### src/rtl/fmul_issue_arbiter.sv
// Round-robin issue arbiter sharing one pipelined fmul among N requesters; grant and operand
// drive are combinational, and requester index/tag ride a LATENCY-deep shadow pipe to the response.
module fmul_issue_arbiter #(
  parameter int N       = 4,
  parameter int TAG_W   = 4,
  parameter int LATENCY = 2
) (
  input  logic                 clk,
  input  logic                 rstn,
  input  logic [N-1:0]         req_valid,
  output logic [N-1:0]         req_ready,
  input  logic [N*32-1:0]      req_x1,
  input  logic [N*32-1:0]      req_x2,
  input  logic [N*TAG_W-1:0]   req_tag,
  input  logic                 flush,
  output logic [31:0]          mul_x1,
  output logic [31:0]          mul_x2,
  input  logic [31:0]          mul_y,
  output logic [N-1:0]         rsp_valid,
  output logic [31:0]          rsp_y,
  output logic [TAG_W-1:0]     rsp_tag,
  output logic                 busy
);

  localparam int            IW   = (N > 1) ? $clog2(N) : 1;
  localparam logic [IW:0]   N_W  = (IW+1)'(N);
  localparam logic [IW-1:0] LAST = IW'(N-1);

  logic [31:0]      x1_a  [N];
  logic [31:0]      x2_a  [N];
  logic [TAG_W-1:0] tag_a [N];

  for (genvar i = 0; i < N; i++) begin : g_unpack
    assign x1_a[i]  = req_x1[32*i +: 32];
    assign x2_a[i]  = req_x2[32*i +: 32];
    assign tag_a[i] = req_tag[TAG_W*i +: TAG_W];
  end

  logic [IW-1:0]      ptr_q, ptr_d;
  logic               gnt_vld;
  logic [IW-1:0]      gnt_idx;
  logic [IW:0]        cand;

  logic [LATENCY-1:0] v_q;
  logic [IW-1:0]      idx_q [LATENCY];
  logic [TAG_W-1:0]   tag_q [LATENCY];

  // Scan from the far end back toward ptr so the closest valid requester wins.
  always_comb begin
    gnt_vld = 1'b0;
    gnt_idx = '0;
    cand    = '0;
    for (int k = N-1; k >= 0; k--) begin
      cand = {1'b0, ptr_q} + (IW+1)'(k);
      if (cand >= N_W) cand = cand - N_W;
      if (req_valid[cand[IW-1:0]]) begin
        gnt_vld = 1'b1;
        gnt_idx = cand[IW-1:0];
      end
    end
    if (!rstn) gnt_vld = 1'b0;
  end

  always_comb begin
    ptr_d = ptr_q;
    if (gnt_vld) ptr_d = (gnt_idx == LAST) ? '0 : gnt_idx + IW'(1);
  end

  for (genvar i = 0; i < N; i++) begin : g_onehot
    assign req_ready[i] = gnt_vld && (gnt_idx == IW'(i));
    assign rsp_valid[i] = v_q[LATENCY-1] && (idx_q[LATENCY-1] == IW'(i));
  end

  assign mul_x1  = gnt_vld ? x1_a[gnt_idx] : 32'h0;
  assign mul_x2  = gnt_vld ? x2_a[gnt_idx] : 32'h0;
  assign rsp_y   = mul_y;
  assign rsp_tag = tag_q[LATENCY-1];
  assign busy    = |v_q;

  // Flush kills every valid bit, including the one being accepted this cycle.
  always_ff @(posedge clk) begin
    if (!rstn) begin
      ptr_q <= '0;
      v_q   <= '0;
      for (int k = 0; k < LATENCY; k++) begin
        idx_q[k] <= '0;
        tag_q[k] <= '0;
      end
    end else begin
      ptr_q    <= ptr_d;
      v_q[0]   <= gnt_vld & ~flush;
      idx_q[0] <= gnt_idx;
      tag_q[0] <= tag_a[gnt_idx];
      for (int k = 1; k < LATENCY; k++) begin
        v_q[k]   <= v_q[k-1] & ~flush;
        idx_q[k] <= idx_q[k-1];
        tag_q[k] <= tag_q[k-1];
      end
    end
  end

endmodule

### config.mk
export PLATFORM = sky130hd
export DESIGN_NAME = fmul_issue_arbiter
export DESIGN_NICKNAME = d
export VERILOG_FILES = /design/src/rtl/fmul_issue_arbiter.sv
export SDC_FILE = /design/constraint.sdc
export NUM_CORES = 1
export LEC_CHECK = 0
export CAP_MARGIN = 20
export CORE_AREA = 3 3 161 163
export CTS_BUF_LIST = sky130_fd_sc_hd__clkbuf_8
export CTS_CLUSTER_DIAMETER = 80
export DETAILED_ROUTE_END_ITERATION = 16
export DIE_AREA = 0 0 164 166
export DONT_BUFFER_PORTS = 1
export PLACE_DENSITY = 0.35
export SYNTH_ARGS = -nofsm -noshare
export SYNTH_HDL_FRONTEND = slang
export SYNTH_SLANG_ARGS = --single-unit
### constraint.sdc
create_clock -name clk -period 3.3 [get_ports clk]
set_input_delay 0.33 -clock clk [delete_from_list [all_inputs] [get_ports clk]]
set_output_delay 0.33 -clock clk [all_outputs]
set_load 0.005 [all_outputs]
==> results.py <==
metrics = {
    "yosys": {
        "synthSimpleGateAreaFrac": 0.0619,
        "ys_seq_area_frac": 0.106,
        "synthTopCellsByArea": "mux2i_1 45%, o22ai_1 14%, dfxtp_1 11%",
        "synth_fp_nets": 650,
        "yosysMostFrequentCell": "mux2i_1",
        "yosys_warnings": 0,
        "synth.mux.area_fraction": 0.452,
        "synth-edff-count": 0,
        "ys.flop_type": "dfxtp_1",
        "synth_top_area_share": 0.452,
        "netlist_area_um2": 3010,
        "synthAdderAreaFrac": 0.0166,
        "yosysUniqueCellTypes": 31,
        "synthArstFlopShare": 0,
        "synth_top_family_by_area": "multiplexers",
        "synth_seq_cells": 16,
        "syn_area_per_cell_um2": 9.00,
        "synth-compound-area-share": 0.163,
        "synth_xor_xnor_area_share": 0,
        "synth_common_cells": "136 x mux2i_1, 69 x o22ai_1, 36 x buf_4",
        "synthCells": 335,
        "synth_largest_area_cell": "mux2i_1",
    },
    "setup_path": {
        "r2r_cells": 7,
        "cp.required_ns": 2.97,
        "endpoint_kind": "primary output",
        "worstSetupPathType": "reg -> out",
        "arrival_ns": 2.40,
        "cp-start-kind": "flip-flop",
        "crit_fanout": 37,
    },
    "global_route": {
        "antenna_found_initial": 3,
        "grt_pass1_vias": 2557,
        "track_usage": 0.0846,
        "grt_max_degree": 78,
        "grt_pass1_wl_um": 17800,
        "grt_overflow": 0,
    },
    "sta": {
        "slew_headroom": 0.534,
        "tns_ns": 0,
        "clock.fmax_ghz": 0.366,
        "hold_viol_final": 0,
        "holdWs_ns": 0.151,
        "final-setup-viol-count": 0,
        "fin_crit_ns": 2.73,
        "worstMarginPinSlew_ns": 0.696,
        "min_period_over_period": 0.828,
        "clock_skew_ns": 0.00514,
        "rsz0062_at_grt": "no",
        "report.final.slew_viol_count": 0,
    },
    "run": {
        "maxCapViolCount": 0,
    },
    "floorplan": {
        "die_y_um": 166,
        "fp.dieW_um": 164,
        "core_um2": 24500,
        "start_util": 0.123,
        "pin_count": 420,
        "rows": 57,
        "fp.dieArea_um2": 27200,
    },
    "clock_tree": {
        "cts_hold_buffers": 0,
        "clkLatencyLatePin_ns": 0.24,
        "cts_resized": 0,
        "cts.htree.levels": 1,
        "cts.sinks": 16,
        "post_cts_buffers": 0,
        "cts.clk_slew.worst_paths_ns": 0.06,
        "cts_tree": "yes",
        "cts_buffers": 3,
        "cts_root_buffer": "clkbuf_8",
        "clockBufferDepth": 2,
    },
    "power": {
        "cellPowerDensity_nw_per_um2": 386,
        "total_leakage_power_nw": 1.08,
        "peakVddDrop_uv": 130,
    },
    "layout": {
        "nFillCells": 2810,
        "synthToLayoutAreaGrowth_pct": -1.54,
        "drive_gt1_frac": 0.0542,
        "nets": 594,
    },
    "route": {
        "ant_nets": 0,
        "avgRoutedWirePerCell_um": 21.6,
        "avgViaCountPerCell": 4.11,
        "dr_total_vias": 2482,
        "drc": 0,
        "drtIter0Drc": 109,
        "dr.pass1.iters": 4,
        "finalWirelength_um": 13000,
    },
    "outcome": {
        "status": "finished clean",
    },
    "hold_path": {
        "hp-class": "in -> reg",
        "hold_depth": 1,
    },
    "place": {
        "hpwlAfterDp_um": 11500,
        "gp_congestion": 0.772,
        "portBuffers": 0,
    },
}
[state kept, by name, summed over array words and instances, names as in the netlist]
register  count
tag_q         8
v_q           2
ptr_q         2
idx_q         4
[where the power goes]
group          total [W]  internal (W)  switching, W
registers       0.000234      0.000219     0.0000148
logic           0.000773      0.000336      0.000437
clock network   0.000141     0.0000807     0.0000601
[layout make-up]
type                       instances  area, um^2  area share
tap                              324         405       0.137
timing repair buffer               5        75.1      0.0253
clock buffer                       3        41.3      0.0139
multi-input combinational        248        2100       0.707
antenna                            3        7.51     0.00253
inverter                           5        18.8     0.00632
sequential                        16         320       0.108
[cells by family after synthesis]
kind of cell             Yosys count
AND/OR/NAND/NOR                   32
buffers and inverters             71
flip-flops                        16
adder cells (fa/ha/maj)            4
AO/OA/AOI/OAI                     76
multiplexers                     136
[cells in the final DEF (no fill, tap or decap), drive strengths merged]
cell type	instances
o22ai	69
a21boi	1
nor4	1
mux2i	136
nor2b	2
a21o	1
ha	4
and3	5
clkbuf	3
a21oi	2
o21ai	1
dfxtp	16
buf	5
or2	1
nand2b	2
and2	7
and3b	2
nor3b	2
a211oi	1
o22a	1
nor2	3
diode	3
nand2	6
inv	5
nand3	1
[critical path, stage by stage, from the launching register on]
cell and delay (ns):
dfxtp_1 0.37, nand2b_1 0.14, a21oi_1 0.11, a211oi_4 0.37
inv_2 0.11, nand2_2 0.52, buf_12 0.29, o22ai_1 0.19
[path summary, 6_finish.rpt]
| check | from | end | slack (ns) |
|---|---|---|---|
| max | ptr_q[0] | mul_x2[30] | 0.57 |
| min | flush | v_q[0] | 0.15 |
| max reg2reg | ptr_q[1] | ptr_q[1] | 1.52 |
| min reg2reg | tag_q[0][3] | tag_q[0][7] | 0.44 |
[stage by stage]
stage          cells  power (W)  setup WS (ns)  utilization  cell area [um^2]
2_1_floorplan    335    0.00101           1.43            -              3010
5_1_grt          604    0.00124          0.315        0.121              2970
3_5_place_dp     598    0.00102          0.770        0.119              2920
6_report         604    0.00115          0.569        0.121              2970
4_1_cts          601    0.00116          0.481        0.121              2960
3_3_place_gp     598   0.000997          0.856        0.119              2920
[metal layers]
layer,vias to the layer above,track usage,wire (um)
li1,1123,-,-
met1,1140,0.0794,4040
met2,209,0.166,7250
met3,10,0.0317,1480
met4,0,0.0261,272
met5,-,0,0
Note: power is estimated with default switching activity, not from simulation.
